[src/rtl/tinyvga_decoder.sv]
// tinyvga_decoder: TinyVGA PMOD bus to parallel RGB with recovered
// pixel coordinates, active-video flag and frame-lock detection.
module tinyvga_decoder #(
    parameter int OUT_BPC         = 8,
    parameter int EXPAND_MODE     = 1,
    parameter int SYNC_ACTIVE_LOW = 1,
    parameter int H_BP            = 48,
    parameter int H_ACTIVE        = 640,
    parameter int V_BP            = 33,
    parameter int V_ACTIVE        = 480
) (
    input  logic               clk,
    input  logic               rst_n,
    input  logic [7:0]         pmod_in,
    output logic [OUT_BPC-1:0] r,
    output logic [OUT_BPC-1:0] g,
    output logic [OUT_BPC-1:0] b,
    output logic               hsync,
    output logic               vsync,
    output logic               de,
    output logic [9:0]         xpos,
    output logic [9:0]         ypos,
    output logic               frame_start,
    output logic               locked
);
    localparam logic        AS     = (SYNC_ACTIVE_LOW == 0);
    localparam logic [7:0]  S1_RST = {~AS, 3'b000, ~AS, 3'b000};
    localparam logic [10:0] H_LO   = 11'(H_BP);
    localparam logic [10:0] H_HI   = 11'(H_BP + H_ACTIVE);
    localparam logic [10:0] V_LO   = 11'(V_BP);
    localparam logic [10:0] V_HI   = 11'(V_BP + V_ACTIVE);
    localparam logic [9:0]  SAT    = '1;

    // 2-bit code spread MSB-first; mode 0 keeps only the top two bits
    function automatic logic [OUT_BPC-1:0] expand(input logic [1:0] c);
        logic [OUT_BPC-1:0] e;
        for (int i = 0; i < OUT_BPC; i++)
            e[OUT_BPC-1-i] = (EXPAND_MODE == 0 && i > 1) ? 1'b0 : c[~i[0]];
        return e;
    endfunction

    logic [7:0] s1;
    logic [9:0] hcnt, vcnt, lt_cur, lt_prev;
    logic       h_trail, v_trail, h_act, v_act, de_n;

    assign h_trail = (s1[7] == AS) && (pmod_in[7] != AS);
    assign v_trail = (s1[3] == AS) && (pmod_in[3] != AS);
    assign h_act   = ({1'b0, hcnt} >= H_LO) && ({1'b0, hcnt} < H_HI);
    assign v_act   = ({1'b0, vcnt} >= V_LO) && ({1'b0, vcnt} < V_HI);
    assign de_n    = h_act && v_act;

    // counters move with the stage-1 sample, so hcnt==0 is the first pixel after hsync
    always_ff @(posedge clk or negedge rst_n) begin
        if (!rst_n) begin
            s1      <= S1_RST;
            hcnt    <= '0;
            vcnt    <= '0;
            lt_cur  <= '0;
            lt_prev <= '0;
        end else begin
            s1   <= pmod_in;
            hcnt <= h_trail ? 10'd0 : (hcnt == SAT ? hcnt : hcnt + 10'd1);
            vcnt <= v_trail ? 10'd0 : (h_trail && vcnt != SAT ? vcnt + 10'd1 : vcnt);
            if (v_trail) begin
                lt_prev <= lt_cur;
                lt_cur  <= vcnt;
            end
        end
    end

    always_ff @(posedge clk or negedge rst_n) begin
        if (!rst_n) begin
            r           <= '0;
            g           <= '0;
            b           <= '0;
            hsync       <= ~AS;
            vsync       <= ~AS;
            de          <= 1'b0;
            xpos        <= '0;
            ypos        <= '0;
            frame_start <= 1'b0;
            locked      <= 1'b0;
        end else begin
            r           <= de_n ? expand({s1[0], s1[4]}) : '0;
            g           <= de_n ? expand({s1[1], s1[5]}) : '0;
            b           <= de_n ? expand({s1[2], s1[6]}) : '0;
            hsync       <= s1[7];
            vsync       <= s1[3];
            de          <= de_n;
            xpos        <= de_n ? hcnt - H_LO[9:0] : '0;
            ypos        <= de_n ? vcnt - V_LO[9:0] : '0;
            frame_start <= de_n && hcnt == H_LO[9:0] && vcnt == V_LO[9:0];
            locked      <= lt_cur == lt_prev && lt_cur != '0 && lt_cur != SAT;
        end
    end
endmodule
[config.mk]
export PLATFORM = sky130hd
export DESIGN_NAME = tinyvga_decoder
export DESIGN_NICKNAME = d
export VERILOG_FILES = /design/src/rtl/tinyvga_decoder.sv
export SDC_FILE = /design/constraint.sdc
export NUM_CORES = 1
export LEC_CHECK = 0
export BUFFER_PORTS_ARGS = -buffer_cell sky130_fd_sc_hd__buf_4
export CAP_MARGIN = 5
export CORE_UTILIZATION = 50
export CTS_BUF_LIST = sky130_fd_sc_hd__clkbuf_16
export DETAILED_ROUTE_END_ITERATION = 10
export HOLD_SLACK_MARGIN = 0.05
export PLACE_DENSITY = 0.72
export SYNTH_ARGS = -nofsm -noshare
export SYNTH_HDL_FRONTEND = slang
export SYNTH_SLANG_ARGS = --single-unit
[constraint.sdc]
create_clock -name clk -period 2.38 [get_ports clk]
set_input_delay 0.476 -clock clk [delete_from_list [all_inputs] [get_ports clk]]
set_output_delay 0.476 -clock clk [all_outputs]
set_load 0.02 [all_outputs]
# == After elaboration in Yosys (flattened, before gate mapping) ==
# Index checks and enable logic that the tools add are counted.
# word_totals
register_bits,97
# classes
n_eq_ne,7
magnitude_cmp,4
bitwise,2
muxes,9
addsub,4
n_reduce_logical,12
# op_table
cell,n
$mux 10,6
$mux 8,3
$add 10x1->10 const B,2
$eq 10x6->1 const B,2
$ge 10x6->1 const B,2
$lt 10x10->1 const B,2
$ne 10x10->1 const B,2
$sub 10x6->10 const B,2
$eq 10x10->1,1
$eq 10x10->1 const B,1
$logic_and 1x1->1,10
$reduce_bool 10->1,1
$ne 2x2->1 const B,1
$not 1->1,2
$reduce_bool 2->1,1

# == Longest topological paths before layout ==
# depth
word_depth,5
depth_mapped,7

# == Worst setup path before layout ==
# OpenSTA, ideal clock, no wires.
# synth_path
path_kind,reg-to-reg
start,reg vcnt[0]
end,reg xpos[8]
path_stages_with_launch,8
period_less_slack_ns,1.988
t_required_ns,2.309
slack_ns,0.392
n_path_buf,1
setup_ns,0.071
arrival_time_ns,1.916
cell_sequence,dfrtp_1 > inv_1 > ha_1 > or4b_4 > nor4b_4 > o211ai_4 > buf_6 > nor2_1
# synth_via
elab_chain_len,4
# synth_rtl
item,line,rtl
from (decl),43,"logic [9:0] hcnt, vcnt, lt_cur, lt_prev;"
from (signal assigned),63,vcnt <= v_trail ? 10'd0 : (h_trail && vcnt != SAT ? vcnt + 10'd1 : vcnt);
$ge 10x6->1 or $lt 10x10->1 (tied branches),49,"assign v_act = ({1'b0, vcnt} >= V_LO) && ({1'b0, vcnt} < V_HI);"
$logic_and 1x1->1 (*),49,
$logic_and 1x1->1 (*),50,assign de_n = h_act && v_act;
$mux 10 (*),90,xpos <= de_n ? hcnt - H_LO[9:0] : '0;
to (signal assigned),90,
to (decl),21,"output logic [9:0] xpos,"
# Mark *: on every way between the ends. The rest lies on a longest branch, timed or not.
# A chain may end at the register's enable or synchronous reset.

# == Worst setup path in the final report ==
# layout_path
start,reg vcnt[1]
end,reg b[5]
# layout_via
elab_chain_len,4
# layout_rtl
item,line,rtl
$ge 10x6->1 or $lt 10x10->1 (tied branches),49,
$logic_and 1x1->1 (*),49,
$logic_and 1x1->1 (*),50,
net de_n,44,"logic h_trail, v_trail, h_act, v_act, de_n;"
$mux 8 (*),86,"b <= de_n ? expand({s1[2], s1[6]}) : '0;"
to (signal assigned),86,
to (decl),17,"output logic [OUT_BPC-1:0] b,"
# The timed path passes the listed nets; every way through them passes the cells marked *.

==> run_results.csv <==
group,metric,value,unit
drt,antenna_left,0,
drt,drtIter0Drc,136,
yosys,synth_fp_nets,375,
yosys,synthTopCellsByArea,"dfrtp_1 52%, nand2_1 6.7%, buf_4 3.7%, nor2_1 3.3%, xnor2_1 3.1%",
power,p_total,3240,uW
timing,slew_violations,0,
power,vdd_drop_max,0.461,mV
timing,relSlewSlack,61.8,%
yosys,syn_avg_cell_area,10.1,sq um
finish,area_growth,19.5,%
yosys,synth_top_family_by_area,"simple AND/OR/NAND/NOR gates",
clocking,worstSkewPairLatency,330,ps
drt,route.vias.total,2611,
clocking,root_buffer,"clkbuf_16",
hold_path,min_path_type,"primary input to async pin",
drt,dr.pass1.iters,4,
yosys,synth_compound_area_share,7.81,%
yosys,synthMuxAreaShare,0.553,%
timing,finalSetupViolations,0,
timing,tightestPinTransition,570,ps
finish,drive_above_1_share,22.1,%
power,powerDensity,749,nW/um^2
yosys,synth_top_area_share,51.8,%
yosys,synth-xor-area-share,5.80,%
floorplanning,die_h,87.1,microns
yosys,synth-seq-cells,79,
finish,diodes,0,
timing,rsz0062_at_grt,"false",
yosys,yosysSeqAreaShare,54.7,%
clocking,cts_max_path_buffers,2,
grt,overflow,0,
placed_design,port-buffer-count,58,
job,maxCapViolCount,0,
clocking,cts_setup_buffers,0,
grt,first_global_vias,2419,
drt,wl_per_cell,13.7,microns
drt,wirelength,6830,microns
yosys,ys_top_cells_by_count,"75 x dfrtp_1, 65 x nand2_1, 32 x nor2_1",
yosys,yosysUniqueCellTypes,45,
power,p_leak,0.00217,uW
finish,multiInputGateArea,1390,sq um
setup_path,ff2ff_setup_slack,130,ps
timing,clock_skew,8.32,ps
placed_design,dp_hpwl,4520,microns
grt,grt_pass1_wl,11400,microns
clocking,cts_tree,"built",
yosys,synthAdderAreaFrac,2.07,%
setup_path,critical_path.max_fanout,18,
clocking,path_clk_slew,60,ps
setup_path,reg2reg_depth,7,
grt,grt_antenna_before_repair,0,
grt,grt_usage,19.8,%
setup_path,critical_path_class,"register to register",
finish,regArea,1980,sq um
timing,post-route-period-util,94.4,%
timing,finalSetupTns,0,ps
status,status,"complete, no violations",
clocking,htree_levels,3,
floorplanning,die_x,87.1,microns
timing,final-hold-violation-count,0,
drt,viasPerCell,5.24,
finish,fin_nets,413,
floorplanning,dieArea,7590,sq um
timing,layout_min_cycle_time,2250,ps
setup_path,arrival,2510,ps
clocking,clkSinkCount,79,
setup_path,critPathLaunchType,"register",
yosys,synth_simple_gate_area_share,22.1,%
timing,max_freq,445,MHz
yosys,syn_inst,359,
yosys,synthArstFlopShare,100,%
yosys,ys.flop_type,"dfrtp_1",
yosys,synth_edf_count,0,
floorplanning,fp-row-count,30,
floorplanning,io_pins,59,
setup_path,cp.required,2650,ps
grt,grt_max_degree,43,
finish,n_fill_cell,588,
yosys,yosysTopAreaCell,"dfrtp_1",
drt,drc,0,
setup_path,cp-end-kind,"register",
yosys,synth.cell_area,3620,sq um
yosys,yosysWarningCount,0,
yosys,post-synth-top-count-cell,"dfrtp_1",
clocking,cts-buffers-inserted,9,
floorplanning,start_util,52.4,%
floorplanning,core,6910,sq um
setup_path,rr_endpoint,"b[5]",
placed_design,place_congestion,0.845,
setup_path,r2r_start,"vcnt[1]",
cell families (layout without fill, tap and decap cells):
| family | Yosys count | in the layout |
|---|---|---|
| adder cells (fa/ha/maj) | 6 | 6 |
| buffers and inverters | 44 | 87 |
| AND/OR/NAND/NOR | 161 | 161 |
| flip-flops | 79 | 79 |
| AO/OA/AOI/OAI | 43 | 43 |
| XOR/XNOR | 24 | 24 |
| multiplexers | 2 | 2 |
area by class of cell:
cell class	count	area share, %
Sequential cell	79	45.8
Clock inverter	7	2.05
Clock buffer	9	5.20
Timing Repair Buffer	65	11.6
Tap cell	96	2.77
Inverter	6	0.578
Multi-Input combinational cell	236	32.1
worst max-delay path, cell delays in order (launching register included):
cell      delay [ps]
dfrtp_1          450
inv_1            130
ha_1             220
or4b_4           520
nor4b_4          290
o211ai_4         260
inv_4            180
and2_1           130
how the worst max path moves through the flow:
stage / startpoint / to / slack (ps) / cells past startpoint
detailed placement: vcnt[1] / xpos[5] / 110 / 7
finish: vcnt[1] / b[5] / 130 / 7
global placement: vcnt[1] / g[6] / 240 / 7
CTS: vcnt[1] / b[5] / 100 / 7
floorplan: vcnt[0] / xpos[8] / 390 / 7
global route: vcnt[1] / r[5] / 4 / 7
power breakdown:
group	internal (uW)	switching [uW]
clock	910	512
combinational	143	182
sequential	1410	82.6
total	2470	777
metrics by stage:
stage	hold WS [ps]	area (sq um)	worst slack (ps)	std cells	utilization, %
3_5_place_dp	365	4010	109	482	58.1
3_3_place_gp	362	4010	244	482	58.1
2_1_floorplan	180	3620	392	359	-
4_1_cts	117	4330	103	498	62.6
5_1_grt	141	4330	3.53	498	62.7
6_report	105	4330	134	498	62.7
sequential cells by signal, summed over array words and instances, names as in the netlist, 2 cells and up:
name / flops
hcnt: 10
lt_cur: 10
lt_prev: 10
vcnt: 10
xpos: 10
ypos: 10
s1: 8
b: 2
g: 2
r: 2
routing by layer:
metal,vias up,GRT usage (%),wire [microns]
li1,1274,-,-
met1,1234,27.7,3280
met2,90,29.8,3010
met3,13,3.60,421
met4,0,9.84,110
met5,-,0,0
layout by cell type (no fill, tap or decap), types with 7 or more instances in the layout:
cell       count
a21oi_1        8
dfrtp_1       75
nor4_1         8
xnor2_1       13
o21ai_0       15
nand3_1        7
xor2_1        11
and2_1         9
clkbuf_16      9
nor3_1         7
nor2_1        32
buf_4         64
nand2_1       65
what timing repair did:
action                                 in CTS  in global routing
hold buffers                                0                  0
gates resized for setup                     0                  1
setup endpoints to repair                   0                  9
endpoints found under the hold margin       0                  0
Note: power is estimated with default switching activity, not from simulation.
